**config.mk**
```make
export PLATFORM = sky130hd
export DESIGN_NAME = fifo_read_packer
export DESIGN_NICKNAME = d
export VERILOG_FILES = /design/src/rtl/fifo_read_packer.sv
export SDC_FILE = /design/constraint.sdc
export NUM_CORES = 1
export LEC_CHECK = 0
export BUFFER_PORTS_ARGS = -buffer_cell sky130_fd_sc_hd__buf_2
export CORE_ASPECT_RATIO = 1.2
export CORE_MARGIN = 5
export CORE_UTILIZATION = 55
export CTS_CLUSTER_DIAMETER = 60
export DETAILED_ROUTE_END_ITERATION = 16
export GPL_TIMING_DRIVEN = 1
export HOLD_SLACK_MARGIN = 0.03
export PLACE_DENSITY_LB_ADDON = 0.1
export SYNTH_ARGS = -nofsm -noshare
export SYNTH_HDL_FRONTEND = slang
export SYNTH_SLANG_ARGS = --single-unit
```
**constraint.sdc**
```tcl
create_clock -name rclk -period 1.6 [get_ports rclk]
set_input_delay 0 -clock rclk [delete_from_list [all_inputs] [get_ports rclk]]
set_output_delay 0 -clock rclk [all_outputs]
set_load 0.005 [all_outputs]
```
**src/rtl/fifo_read_packer.sv**
```systemverilog
// Read-side FIFO consumer: pops DSIZE-bit words and packs PACK of them into one valid/ready beat.
// Optional partial-beat flush (flush/m_cnt ports) is compiled in when RD_PACK_FLUSH_EN is defined.
module fifo_read_packer #(
   parameter  int DSIZE = 6,
   parameter  int PACK  = 4,
   localparam int CW    = $clog2(PACK + 1)
) (
   input  logic                  rclk,
   input  logic                  rrst,
   input  logic                  rempty,
   output logic                  rinc,
   input  logic [DSIZE-1:0]      rdata,
   output logic [DSIZE*PACK-1:0] m_data,
   output logic                  m_valid,
   input  logic                  m_ready
`ifdef RD_PACK_FLUSH_EN
   ,
   input  logic                  flush,
   output logic [CW-1:0]         m_cnt
`endif
);

   localparam logic [CW-1:0] FULL_CNT = CW'(PACK);
   localparam logic [CW:0]   PACK_W   = (CW + 1)'(PACK);

   logic [DSIZE-1:0]      r_pack_buf [PACK];
   logic [CW-1:0]         r_fill_cnt;
   logic                  r_pend;
   logic [DSIZE*PACK-1:0] r_m_data;
   logic                  r_m_valid;

   logic [DSIZE*PACK-1:0] w_beat;
   logic [CW:0]           w_inflight;
   logic                  w_out_free;
   logic                  w_full;
   logic                  w_xfer;
   logic                  w_flush_go;
   logic                  w_rinc_block;

   assign w_out_free = !r_m_valid || m_ready;
   assign w_full     = (r_fill_cnt == FULL_CNT);
   // Words already captured plus the one in flight; capping this at PACK keeps fill_cnt from wrapping.
   assign w_inflight = {1'b0, r_fill_cnt} + {{CW{1'b0}}, r_pend};

   // Lanes at or above fill_cnt read as zero so a partial beat never carries stale words.
   genvar gi;
   generate
      for (gi = 0; gi < PACK; gi++) begin : g_lane
         assign w_beat[gi*DSIZE +: DSIZE] = (CW'(gi) < r_fill_cnt) ? r_pack_buf[gi] : '0;
      end
   endgenerate

`ifdef RD_PACK_FLUSH_EN
   logic          r_flush_req;
   logic [CW-1:0] r_m_cnt;
   logic          w_flush_done;

   assign w_flush_go   = r_flush_req && !r_pend && (r_fill_cnt != '0) && !w_full;
   assign w_flush_done = r_flush_req && !r_pend &&
                         ((r_fill_cnt == '0) || (w_flush_go && w_out_free));
   assign w_rinc_block = r_flush_req;

   always_ff @(posedge rclk) begin
      if (rrst) begin
         r_flush_req <= 1'b0;
         r_m_cnt     <= '0;
      end else begin
         r_flush_req <= (r_flush_req && !w_flush_done) || flush;
         if (w_xfer) begin
            r_m_cnt <= r_fill_cnt;
         end
      end
   end

   assign m_cnt = r_m_cnt;
`else
   assign w_flush_go   = 1'b0;
   assign w_rinc_block = 1'b0;
`endif

   assign w_xfer = w_out_free && (w_full || w_flush_go);
   assign rinc   = !rrst && !rempty && !w_rinc_block && (w_inflight < PACK_W);

   always_ff @(posedge rclk) begin
      if (rrst) begin
         r_pend     <= 1'b0;
         r_fill_cnt <= '0;
         r_m_data   <= '0;
         r_m_valid  <= 1'b0;
         for (int i = 0; i < PACK; i++) begin
            r_pack_buf[i] <= '0;
         end
      end else begin
         r_pend <= rinc;
         if (r_pend) begin
            for (int i = 0; i < PACK; i++) begin
               if (r_fill_cnt == CW'(i)) begin
                  r_pack_buf[i] <= rdata;
               end
            end
            r_fill_cnt <= r_fill_cnt + CW'(1);
         end
         // A transfer never coincides with a capture: both full and flush transfers need pend=0.
         if (w_xfer) begin
            r_m_data   <= w_beat;
            r_m_valid  <= 1'b1;
            r_fill_cnt <= '0;
         end else if (r_m_valid && m_ready) begin
            r_m_valid <= 1'b0;
         end
      end
   end

   assign m_data  = r_m_data;
   assign m_valid = r_m_valid;

endmodule

```
==> metrics.cfg <==
[outcome]
outcome = finished, final reports clean

[timing]
timing.final.crit_share = 0.9434
fin_skew_ns = 0.004869
timing.final.max_slew_violations = 0
postLayoutSetupSlackWorst_ns = 0.09053
max-slew-margin-rel = 0.5895
slew_worst_pin_ns = 0.6157
rsz0062_at_grt = no
finalSetupViolations = 0
fin_tns_setup_ns = 0
maxClockFrequency_mhz = 662.5
finalWorstPathRequiredPeriod_ns = 1.509
final_hold_viol_count = 0

[job]
maxCapViolations = 0

[worst_setup_path]
worst_setup_path_start_kind = flop
cpLargestDelayFamily = flip-flops
timing.critical_path.arrival_ns = 1.73
cp_num_buf_inv = 2
worstSetupEndpointType = flop
timing.critical_path.fanout_max = 16
cp_slowest_cell = dfxtp_1
crit_path_max_incr_delay_ns = 0.39
timing_worst_setup_path_type = flop to flop
cp.required_ns = 1.82
path_cells = inv_2, ha_2, nand2_1, nor2b_2, buf_12, mux2i_1

[detailed_routing]
detail-route-antenna-nets = 0
met2RoutedLength_mm = 2.178
drc = 0
met3_length_um = 232
highest_layer = met4
viasPerCell = 5.079
wire_per_inst_um = 14.65
m1WireLength_mm = 1.605
totalWireLength_mm = 4.088
drtPass1Iterations = 4
detail_route.iter0.violations = 31
dr_total_vias = 1417

[floorplan]
fp.dieW_um = 68.69
core-area_mm2 = 0.003973
io-pin-count = 36
core.rowCount = 25
initial_core_util = 0.5723
fp.dieH_um = 80.43
die_area_mm2 = 0.005525

[cts]
clock_sinks = 53
clk_root_buffer_cell = clkbuf_8
path_clk_slew_ns = 0.09
cts-root-to-sink-buffers = 2
clk-insertion-delay-late_ns = 0.30
cts_tree = built
numCtsBuffers = 5
cts_max_level = 2

[logic_synthesis]
synth_edf_count = 24
synthesis.area_per_instance_um2 = 12.22
netlist.top_cell.by_area = edfxtp_1
ys_top_cells_by_count = nand2b_1 (49), dfxtp_1 (29), mux2i_1 (25), edfxtp_1 (24), and2_1 (12)
synth-main-ff-cell = dfxtp_1
post_synth_inst_count = 186
synthDominantCellAreaShare = 0.3170
synthesis.nets = 199
synth.distinct_cells = 27
synth.yosys.seq_area_share = 0.5724
ys_async_sr_fraction = 0
ys_seq_elements = 53
ys_top_cells_by_area = edfxtp_1 (32%), dfxtp_1 (26%), nand2b_1 (13%)
synth_cell_area_mm2 = 0.002273
yosysMostFrequentCell = nand2b_1
synth.yosys.warnings = 0

[grt]
initial_antenna_violation_count = 0
grt_start_max_net_pins = 45
grt_first_pass_wirelength_mm = 6.672
grt_pass1_vias = 1441
globalRouteOverflowTotal = 0
global_route_usage_over_all_layers = 0.1646

[finish]
areaGrowthSynthToFinish_pct = 16.02
nets = 237
share_of_cells_above_drive_strength_1 = 0.2578
antenna_cells = 0

[power_and_ir_drop]
share_of_power_burned_in_the_clock_network = 0.363
power.static_leakage_nw = 1.081
power.sequential.fraction = 0.583
internal-power_w = 0.002020
power_density_mw_per_mm2 = 951.4
irDropWorstVdd_mv = 0.5998
power.share.switching = 0.1950
combPwrFrac = 0.054
power.total_w = 0.002509
power_switching_w = 0.0004894

[min_path]
min_path_type = input port to flop

[place]
io_buffers = 35
dp_hpwl_mm = 3.004
gp_routability_congestion = 0.8995
post-place-ws_ns = 0.03135

-- metal layers --
metal,up-vias,GRT usage
met5,-,0
met3,8,0.04196
met2,45,0.2942
met4,0,0.05263
met1,656,0.1860
li1,708,-
-- final cells by class --
cell class / count / area, um^2
timing repair buffer: 41 / 241.5
multi-input combinational: 121 / 903.4
sequential: 53 / 1301
clock inverter: 1 / 30.03
tap: 54 / 67.56
fill: 323 / 1335
inverter: 2 / 7.507
clock buffer: 7 / 86.33
-- cells by family (layout without fill, tap and decap cells) --
group / after synthesis / count (layout) / synth area share
fa+ha+maj: 3 / 3 / 0.01651
simple gates: 86 / 86 / 0.2438
mux: 25 / 25 / 0.1101
compound gates: 5 / 5 / 0.01706
xor+xnor: 2 / 2 / 0.007706
buf+inv: 12 / 51 / 0.03247
flops: 53 / 53 / 0.5724
-- path summary, 6_finish.rpt --
check	startpoint	to	slack, ns	cells after the start
worst max-delay path	r_fill_cnt[0]$_SDFFE_PP0P_	m_data[16]$_SDFFE_PP0P_	0.09	6
worst min-delay path	rdata[3]	r_pack_buf[2][3]$_SDFFCE_PN0P_	0.04	2
worst max register to register	r_fill_cnt[0]$_SDFFE_PP0P_	m_data[16]$_SDFFE_PP0P_	0.09	6
worst min register to register	m_data[14]$_SDFFE_PP0P_	m_data[14]$_SDFFE_PP0P_	0.47	2
-- repair_timing --
| item | in CTS | in global routing |
|---|---|---|
| gates resized for setup | 0 | 4 |
| endpoints found under the setup margin | 0 | 16 |
| hold endpoints to repair | 2 | 0 |
| setup buffers | 0 | 0 |
| hold buffers | 2 | 0 |
-- power by group through the flow --
stage	sequential, W	clock [W]	combinational [W]
2_1_floorplan	0.00149	0	0.0000882
3_3_place_gp	0.00149	0	0.000125
3_5_place_dp	0.00149	0	0.000131
4_1_cts	0.00146	0.000939	0.000135
5_1_grt	0.00147	0.000989	0.000149
6_report	0.00146	0.000910	0.000136
-- sequential cells by signal, summed over array words and instances (netlist names) --
signal	flops
m_data	24
m_valid	1
r_fill_cnt	3
r_pack_buf	24
r_pend	1
-- cell usage in the layout (no fill, tap or decap), types with 2 or more instances in the layout --
cell type	synthesis	final
nand2b_1	49	49
buf_2	2	35
dfxtp_1	29	29
mux2i_1	25	25
edfxtp_1	24	24
and2_1	12	12
and3_1	11	11
clkbuf_8	0	6
nor3_1	3	3
inv_2	0	2
a31o_2	2	2
nor4_1	2	2
nand2_1	2	2
and3_2	2	2
ha_1	3	2
dlygate4sd3_1	0	2
buf_4	1	2
-- stage by stage --
step           instances  hold slack [ns]    util  cell area, um^2
6_report             279          0.04116  0.6639             2638
3_5_place_dp         269           0.1883  0.6280             2495
3_3_place_gp         269           0.1804  0.6280             2495
5_1_grt              279          0.04491  0.6639             2638
2_1_floorplan        186          0.03412       -             2273
4_1_cts              279          0.03202  0.6624             2631
No activity file was read; power rests on OpenSTA's default activity.
